===== config.mk =====
export PLATFORM = sky130hd
export DESIGN_NAME = sram_ctrl
export DESIGN_NICKNAME = d
export VERILOG_FILES = /design/src/rtl/sram_ctrl.sv
export SDC_FILE = /design/constraint.sdc
export NUM_CORES = 1
export LEC_CHECK = 0
export ABC_CLOCK_PERIOD_IN_PS = 2430
export BUFFER_PORTS_ARGS = -buffer_cell sky130_fd_sc_hd__buf_2
export CELL_PAD_IN_SITES_DETAIL_PLACEMENT = 2
export CELL_PAD_IN_SITES_GLOBAL_PLACEMENT = 2
export CORE_MARGIN = 3
export CORE_UTILIZATION = 27
export DETAILED_ROUTE_END_ITERATION = 16
export MAX_ROUTING_LAYER = met4
export PLACE_DENSITY = 0.6
export SLEW_MARGIN = 20
export SYNTH_ARGS = -nofsm -noshare
export SYNTH_HDL_FRONTEND = slang
export SYNTH_SLANG_ARGS = --single-unit

===== constraint.sdc =====
create_clock -name clk -period 2.43 [get_ports clk]
set_input_delay 0.1215 -clock clk [delete_from_list [all_inputs] [get_ports clk]]
set_output_delay 0.1215 -clock clk [all_outputs]
set_load 0.1 [all_outputs]

===== src/rtl/sram_ctrl.sv =====
// Purpose: word-bus responder that runs each 32-bit request as four byte cycles on an async 512Kx8 SRAM.
// Latency: read 1+4*(1+ACCESS_CYCLES), write 1+4*(2+ACCESS_CYCLES) cycles from strobe seen in idle to s_wait low.
// Backpressure: s_wait stays high until the single completion cycle; the master holds strobe/addr/data until then.
module sram_ctrl #(
  parameter int ACCESS_CYCLES = 2
) (
  input  logic        clk,
  input  logic        reset_n,
  input  logic [16:0] s_addr,
  input  logic [31:0] s_wrdata,
  input  logic        s_wren,
  input  logic        s_strobe,
  output logic        s_wait,
  output logic [31:0] s_rddata,
  output logic [18:0] sram_a,
  input  logic [7:0]  sram_dq_in,
  output logic [7:0]  sram_dq_out,
  output logic        sram_dq_oe,
  output logic        sram_ce_n,
  output logic        sram_oe_n,
  output logic        sram_we_n
);

  typedef enum logic [2:0] {
    ST_IDLE   = 3'd0,
    ST_SETUP  = 3'd1,
    ST_ACCESS = 3'd2,
    ST_HOLD   = 3'd3,
    ST_DONE   = 3'd4
  } state_t;

  // Access counter reloads to ACCESS_CYCLES-1 and counts down to zero.
  localparam logic [3:0] CNT_INIT = 4'(ACCESS_CYCLES - 1);

  state_t      state;
  state_t      state_nxt;
  logic [1:0]  byte_idx;
  logic [1:0]  idx_nxt;
  logic [3:0]  cnt;
  logic [16:0] addr_q;
  logic [16:0] addr_src;
  logic [31:0] wrdata_q;
  logic        wren_q;

  // Completion is a pure decode of the registered state, so it is high in reset.
  assign s_wait = (state != ST_DONE);

  // Next-state and next byte index; address comes straight from the bus on the accepting cycle.
  always_comb begin
    state_nxt = state;
    idx_nxt   = byte_idx;
    addr_src  = (state == ST_IDLE) ? s_addr : addr_q;
    case (state)
      ST_IDLE: begin
        if (s_strobe) begin
          state_nxt = ST_SETUP;
          idx_nxt   = 2'd0;
        end
      end
      ST_SETUP: state_nxt = ST_ACCESS;
      ST_ACCESS: begin
        if (cnt == 4'd0) begin
          if (wren_q) begin
            state_nxt = ST_HOLD;
          end else if (byte_idx == 2'd3) begin
            state_nxt = ST_DONE;
          end else begin
            state_nxt = ST_SETUP;
            idx_nxt   = byte_idx + 2'd1;
          end
        end
      end
      ST_HOLD: begin
        if (byte_idx == 2'd3) begin
          state_nxt = ST_DONE;
        end else begin
          state_nxt = ST_SETUP;
          idx_nxt   = byte_idx + 2'd1;
        end
      end
      ST_DONE: state_nxt = ST_IDLE;
      default: state_nxt = ST_IDLE;
    endcase
  end

  // Byte sequencer, access counter, request latches and registered pins (pins decoded from the next state).
  always_ff @(posedge clk or negedge reset_n) begin
    if (!reset_n) begin
      state       <= ST_IDLE;
      byte_idx    <= 2'd0;
      cnt         <= 4'd0;
      addr_q      <= 17'd0;
      wrdata_q    <= 32'd0;
      wren_q      <= 1'b0;
      s_rddata    <= 32'd0;
      sram_a      <= 19'd0;
      sram_dq_out <= 8'd0;
      sram_dq_oe  <= 1'b0;
      sram_ce_n   <= 1'b1;
      sram_oe_n   <= 1'b1;
      sram_we_n   <= 1'b1;
    end else begin
      state    <= state_nxt;
      byte_idx <= idx_nxt;
      if (state == ST_IDLE && s_strobe) begin
        addr_q   <= s_addr;
        wrdata_q <= s_wrdata;
        wren_q   <= s_wren;
      end
      if (state == ST_SETUP) begin
        cnt <= CNT_INIT;
      end else if (state == ST_ACCESS && cnt != 4'd0) begin
        cnt <= cnt - 4'd1;
      end
      // Read data is sampled while OE_n is still low at the end of the last access cycle.
      if (state == ST_ACCESS && cnt == 4'd0 && !wren_q) begin
        s_rddata[{byte_idx, 3'b000} +: 8] <= sram_dq_in;
      end
      if (state_nxt == ST_SETUP) begin
        sram_a <= {addr_src, idx_nxt};
      end
      // Write data is loaded entering Access and kept through Hold for data hold time.
      if (state == ST_SETUP && wren_q) begin
        sram_dq_out <= wrdata_q[{byte_idx, 3'b000} +: 8];
      end
      sram_ce_n  <= !(state_nxt == ST_SETUP || state_nxt == ST_ACCESS || state_nxt == ST_HOLD);
      sram_oe_n  <= !(state_nxt == ST_ACCESS && !wren_q);
      sram_we_n  <= !(state_nxt == ST_ACCESS && wren_q);
      sram_dq_oe <= wren_q && (state_nxt == ST_ACCESS || state_nxt == ST_HOLD);
    end
  end

endmodule


* After elaboration in Yosys (flattened, before gate mapping) *
Cells that the tools add are included.

word-level totals
  bits in registers = 122
  input bits = 61
  output and inout port bits = 64
  logic and storage cells = 60

operators by class
  add/sub/neg operators = 3
  equal/unequal tests = 8
  shift-type cells = 3
  mux-type cells = 14
  reduce and logical (&&, ||, !) cells = 19

operators with widths
  operator                count
  $bwmux 32               1
  $shift 8x7->32 const A  1
  $shiftx 32x6->8         1
  $shiftx 8x7->32         1
  $mux 17                 1
  $eq 3x2->1 const B      4
  $mux 3                  4
  $pmux 3 s4              1
  $logic_and 1x1->1       8
  $mux 2                  4
  $mux 4                  2
  $neg 5->7               1
  $eq 3x1->1 const B      2
  $pmux 2 s3              1
  $logic_not 1->1         4
  $logic_not 4->1         1
  $reduce_bool 4->1       1
  $sub 4x1->4 const B     1
  $logic_not 3->1         1
  $logic_or 1x1->1        3
  $ne 3x3->1 const B      1
  $add 2x1->2 const B     1
  $eq 2x2->1 const B      1
  $reduce_bool 2->1       1

* Longest topological paths before layout *
Gate-level depths: netlist (run 1).

  depth in word-level cells = 9
  depth in mapped cells = 8
  depth with buffers taken out = 6

* Worst setup path after synthesis (run 1) *
Ideal clock, no wire load.

  path kind = register -> register
  from = register byte_idx[1]
  to = register s_rddata[0]
  setup time = 0.066 ns
  data arrival time = 2.005 ns
  required time = 2.364 ns
  path slack = 0.359 ns
  stages on the path, launching flop included = 7
  path buffers = 1
  clock period less this slack = 2.071 ns
  cells stage by stage = dfrtp_1 > clkbuf_1 > inv_1 > ha_1 > nor3b_1 > nand4_1 > a21bo_2

on the way
  word-level cells in the longest chain between the ends = 3
  elaborated cells on any way between the ends = 4
  those cells by class = 1 x add/sub; 2 x shift; 1 x mux

RTL lines
  element                                                   RTL line  source
  start: declaration                                        37        logic [1:0] byte_idx;
  start signal: assignment                                  104       byte_idx <= idx_nxt;
  $neg 5->7 *                                               117       s_rddata[{byte_idx, 3'b000} +: 8] <= sram_dq_in;
  $shiftx 8x7->32 / $shift 8x7->32 (equally long branches)  117
  $bwmux 32 *                                               117
  end signal: indexed assignment                            117
  end: declaration                                          14        output logic [31:0] s_rddata,

Every way passes the cells marked *; elsewhere a longest branch is shown, timed or not.
A chain may end at the register's enable or synchronous reset.

* Final worst setup path (run 1) *
  from = register cnt[0]
  to = register sram_a[0]

on the way
  word-level cells in the longest chain between the ends = 4
  elaborated cells on any way between the ends = 6
  those cells by class = 1 x eq/ne; 4 x mux; 1 x reduce/logical

RTL lines
  element                   RTL line  source
  start: declaration        39        logic [3:0] cnt;
  start signal: assignment  113       cnt <= cnt - 4'd1;
  $logic_not 4->1 *         62        if (cnt == 4'd0) begin
  $mux 3                    62
  $pmux 3 s4                53        case (state)
  $eq 3x1->1                119       if (state_nxt == ST_SETUP) begin
  end signal: assignment    120       sram_a <= {addr_src, idx_nxt};
  end: declaration          15        output logic [18:0] sram_a,

Marked as above.

==> results by group, run 1 <==
Floorplanning
  – Die Span Y: between 100 and 150 µm
  – DIE WIDTH: between 100 and 150 µm
  – Placeable Area: ~20000 µm²
  – Row cnt: 51
  – Starting Density: 0.280
  – Top Ports: about 130
  – Die area: 22300 µm²

STA
  – Total negative slack: 0 ps
  – Relative slew slack: 0.529
  – Final worst path period share: 0.907
  – RSZ-0062 raised after global routing: no
  – Final Slew Violations: 0
  – Worst-margin pin slew: approximately 710 ps
  – Final worst setup slack: roughly 230 ps
  – Max Freq: 0.454 GHz
  – Final min period: ~2200 ps
  – Endpoints failing hold: 0
  – Setup violators final: 0
  – Worst Skew: approximately 9.5 ps

Setup path
  – CP max stage cell: dfrtp_1
  – Crit path capture type: register
  – Crit-path max cell delay: approximately 420 ps
  – Buf/Inv on CP: 2
  – WP data required: 2730 ps
  – CP max FO: 20
  – Top delay family on crit path: compound AO/OA/AOI/OAI gates
  – Worst setup SP type: register
  – CP arrival: 2500 ps
  – Kind of critical path: register to register
  – Critical Path, Cell by Cell: inv_1 > ha_1 > nor4b_1 > o21ai_0 > a211oi_4 > buf_12 > mux2_4

Placement
  – Hpwl dp: 10700 µm
  – GPL Wtd Cong: roughly 0.8
  – IO Port Bufs: 124
  – Pre-CTS setup slack: between 200 and 250 ps

Synth
  – Share of the synthesized area in the top cell type: 0.537
  – Synth Flop Type: dfrtp_1
  – Average size of a mapped cell: 14.2 µm²
  – Top cell types by occurrence after synthesis: dfrtp_1 (119), mux2_2 (75), a21bo_2 (32), nand4_1 (32), mux2_4 (19)
  – #FFs+latches synth: ~120
  – Ys Warns: 0
  – Post-Syn Nets: 458
  – Post-synthesis sequential area ratio: 0.552
  – EDFF count, synth: 0
  – Yosys cell types: 38
  – Most numerous cell in the Yosys netlist: dfrtp_1
  – Synth Instances: about 390
  – Synth top area cells: dfrtp_1 (54%), mux2_2 (15%), a21bo_2 (5.8%)
  – Mapped Area: around 5500 µm²
  – Ys async rst share: 1.00
  – Top cell type by total area after synthesis: dfrtp_1

Route
  – Post-route ant nets: 0
  – Wl on met1: 6630 µm
  – Routed wl met3: 729 µm
  – Top layer in use: met4
  – Total number of vias: about 4000
  – DR WL/cell: ~18 µm
  – DRC: 0
  – Total wire length: ~16000 µm
  – WL met2: 8010 µm
  – Routed vias/inst: about 4.6
  – Drt pass-1 iters: 4
  – Detailed Route Iter0 Violations: between 100 and 150

Layout
  – Antenna diodes: 0
  – Area grow syn2layout: 38.9%
  – Filler instances: 2044
  – Seq. cell area: approximately 3000 µm²
  – Area of the multi-input gates: about 2400 µm²
  – Share of layout cells above drive strength 1: 0.535
  – Layout Nets: around 650

Global route
  – GRT Overall Usage: 0.154
  – Grt ovf: 0
  – Vias in the first global route: 4728
  – First-pass GRT wire length: ~26000 µm
  – Initial antenna violation count: 0
  – Largest net degree at the start of global routing: between 40 and 50

CTS
  – Post-CTS Setup Inserts: 0
  – CTS tree: built
  – Clk buf depth: 2
  – Clk Latency, worst-skew pair: 420 ps
  – Clock slew at reported path FFs: about 50 ps
  – TritonCTS Buffers: 17
  – Htree depth: 4
  – CTS Root Cell: clkbuf_16
  – Sink Count: 122

Flow run
  – Max_cap viols: 0

Outcome
  – Outcome: finished, final reports clean

Hold path
  – HP Class: primary input to register
stage by stage:
step	utilization	cell area, µm²	std cells	hold WS, ps
3_3_place_gp	0.334	6600	775	140
5_1_grt	0.389	7690	858	160
3_5_place_dp	0.334	6600	775	146
6_report	0.389	7690	858	142
4_1_cts	0.389	7690	858	126
2_1_floorplan	-	5540	389	-174
layer usage:
metal | up-vias | GRT usage
met3 | 18 | 0.0444
li1 | 1811 | -
met2 | 99 | 0.263
met4 | 0 | 0.0462
met1 | 2055 | 0.176
met5 | - | -
state kept, by name, indices dropped and copies added (netlist names), 2 cells and up:
register and cells:
cnt 4, state 3, s_rddata 32, addr_q 17, sram_dq_out 8, wrdata_q 32
sram_a 19, byte_idx 2
path summary, 6_finish.rpt:
path                               start            to  slack, ps  cells after the start
setup / recovery                  cnt[0]     sram_a[0]        230                      7
setup reg to reg                  cnt[0]     sram_a[0]        230                      7
hold / removal             sram_dq_in[2]  s_rddata[18]        140                      3
max in group asynchronous        reset_n     sram_ce_n       1430                      3
min in group asynchronous        reset_n   s_rddata[8]        240                      2
hold reg to reg             s_rddata[11]  s_rddata[11]        480                      1
kinds of logic (layout without fill, tap and decap cells):
family,after synthesis,in the layout,synth area share
DFF,122,122,0.552
adders and majority gates,8,8,0.0181
muxes,105,105,0.242
AOI/OAI and AO/OA,50,50,0.0786
and+or+nand+nor,75,75,0.0831
buffers and inverters,29,233,0.0266
cell usage in the layout, fill, tap and decap left out, drive strengths merged, types with 3 or more instances in the layout:
master / synthesis / routed
nand2b: 4 / 4
nand2: 10 / 10
a21oi: 3 / 3
dfrtp: 119 / 119
clkbuf: 7 / 19
nor3: 4 / 4
o21ai: 8 / 8
inv: 6 / 9
mux4: 8 / 8
clkinv: 0 / 6
nand4: 32 / 32
dlygate4sd3: 0 / 51
nor2b: 4 / 4
a21bo: 32 / 32
dfstp: 3 / 3
mux2i: 3 / 3
buf: 16 / 144
ha: 8 / 8
nor3b: 5 / 5
mux2: 94 / 94
nor2: 5 / 5
timing repair:
action | 4_1_cts | 5_1_grt
hold buffers | 51 | 0
endpoints found under the hold margin | 84 | 0
resized for setup | 0 | 0
worst register-to-register path: stages, from the launching register on:
cell and delay (ps):
dfrtp_1 420, inv_1 120, ha_1 190, nor4b_1 290, o21ai_0 250, a211oi_4 260, buf_12 230, mux2_4 330
layout make-up:
type,instances,area share
inverters,6,0.00293
repair buffers,195,0.175
multi-input cells,238,0.306
clock buffers,19,0.0576
flip-flops and latches,122,0.397
well taps,265,0.0431
clock inverters,13,0.0185
Power of run 1 is not shown: default switching activity piles up to over one toggle a cycle in this logic, so the estimate is an artifact.
==> run 2, diff against run 1 <==
--- a/config.mk
+++ b/config.mk
@@ -14,6 +14,7 @@
 export DETAILED_ROUTE_END_ITERATION = 16
 export MAX_ROUTING_LAYER = met4
 export PLACE_DENSITY = 0.6
+export RECOVER_POWER = 100
 export SLEW_MARGIN = 20
 export SYNTH_ARGS = -nofsm -noshare
 export SYNTH_HDL_FRONTEND = slang
==> results by group, run 2 (synthesis gave the netlist of run 1 again) <==
STA
  – Total negative slack: 0 ps
  – Max Freq: approximately 0.45 GHz
  – Relative slew slack: 0.184
  – Final worst path period share: 0.909
  – Worst-margin pin slew: between 1000 and 1500 ps
  – Setup violators final: 0
  – Final Slew Violations: 0
  – Final min period: 2210 ps
  – Worst Skew: about 11 ps
  – RSZ-0062 raised after global routing: no
  – Endpoints failing hold: 0

Setup path
  – CP max stage cell: dfrtp_1
  – Critical Path, Cell by Cell: inv_1 > ha_1 > nor4b_1 > o21ai_0 > a211oi_4 > buf_12 > mux2_1
  – Reg2reg path depth: 7
  – WP data required: 2730 ps
  – Top delay family on crit path: compound AO/OA/AOI/OAI gates
  – RR Startpoint: cnt[0]
  – Worst setup SP type: register
  – Crit path capture type: register
  – Kind of critical path: register to register
  – Crit path depth: 7
  – CP arrival: roughly 2500 ps
  – Crit-path max cell delay: 420 ps
  – CP max FO: 20
  – Buf/Inv on CP: 2
  – CP startpoint: cnt[0]

Layout
  – Area grow syn2layout: 35.5%
  – Share of layout cells above drive strength 1: 0.393
  – Most common cell after layout, fill and taps aside: dfrtp_1
  – Filler instances: ~2100
  – Most frequent cells in the layout: dfrtp_1 (119), mux2_2 (75), clkbuf_1 (65)
  – Final Non-Filler Cells: ~860
  – Antenna diodes: 0
  – Layout Nets: between 600 and 700
  – Biggest regs: s_rddata (32), wrdata_q (32), sram_a (19)

CTS
  – Clock slew at reported path FFs: 60 ps
  – CTS Root Cell: clkbuf_16
  – TritonCTS Buffers: 17
  – Htree depth: 4
  – CTS tree: built
  – Clk buf depth: 2
  – Sink Count: about 120
  – Clk Latency, worst-skew pair: roughly 420 ps
  – Cts repair resizes: 0

Global route
  – GRT Overall Usage: 0.154
  – Grt ovf: 0
  – First-pass GRT wire length: roughly 26000 µm
  – Initial antenna violation count: 0
  – Vias in the first global route: between 4000 and 5000
  – Largest net degree at the start of global routing: ~50

Route
  – Drt pass-1 iters: 4
  – Detailed Route Iter0 Violations: around 150
  – DR WL/cell: between 15 and 20 µm
  – Total number of vias: 3997
  – Post-route ant nets: 0
  – DRC: 0
  – Total wire length: approximately 16000 µm
  – Routed vias/inst: 4.66

Floorplanning
  – Row cnt: approximately 50
  – DIE WIDTH: approximately 150 µm
  – Starting Density: 0.280
  – Die Span Y: between 100 and 150 µm
  – Placeable Area: 19800 µm²
  – Top Ports: 125
  – Die area: approximately 22000 µm²

Hold path
  – HP Class: primary input to register
  – Worst Min Path Start: sram_dq_in[2]
  – Cells on Worst Hold Path: 3

Placement
  – Placed cells: 775
  – GPL Wtd Cong: ~0.78
  – IO Port Bufs: about 120
  – Hpwl dp: roughly 11000 µm

Outcome
  – Outcome: finished, final reports clean

Flow run
  – Max_cap viols: 0
-- run 2: per-layer routing --
metal	wire length [µm]	track usage	up-vias
met4	255	0.0462	0
met3	748	0.0444	18
met5	0	-	-
met1	6630	0.176	2067
met2	8080	0.263	97
li1	-	-	1815
-- run 2: worst paths after layout --
kind | to | slack, ps
setup / recovery | sram_a[8] | 220
hold / removal | s_rddata[18] | 140
setup reg to reg | sram_a[8] | 220
hold reg to reg | s_rddata[11] | 490
max in group asynchronous | addr_q[5] | 620
min in group asynchronous | s_rddata[8] | 410
-- run 2: metrics by stage --
step / instance area, µm² / setup WS (ps) / hold WS, ps / util
2_1_floorplan: 5540 / 359 / -174 / -
3_3_place_gp: 6600 / 314 / 140 / 0.334
3_5_place_dp: 6600 / 208 / 146 / 0.334
4_1_cts: 7690 / 204 / 126 / 0.389
5_1_grt: 7500 / 66.9 / 160 / 0.379
6_report: 7500 / 221 / 143 / 0.379
-- run 2: worst min-delay path: stages --
cell and delay (ps):
buf_2 130, nand4_1 90, a21bo_2 190
-- run 2: layout make-up --
class | count | area, µm² | area share
multi-input combinational | 238 | 2270 | 0.302
tap | 265 | 332 | 0.0442
inverter | 6 | 22.5 | 0.00300
clock buffer | 19 | 443 | 0.0590
clock inverter | 13 | 143 | 0.0190
timing repair buffer | 195 | 1240 | 0.165
sequential | 122 | 3060 | 0.407
-- run 2: what timing repair did --
action | 4_1_cts | 5_1_grt
setup buffers | 0 | 0
hold buffers | 51 | 0
endpoints found under the hold margin | 84 | 0
Power of run 2 is left out for the same reason.
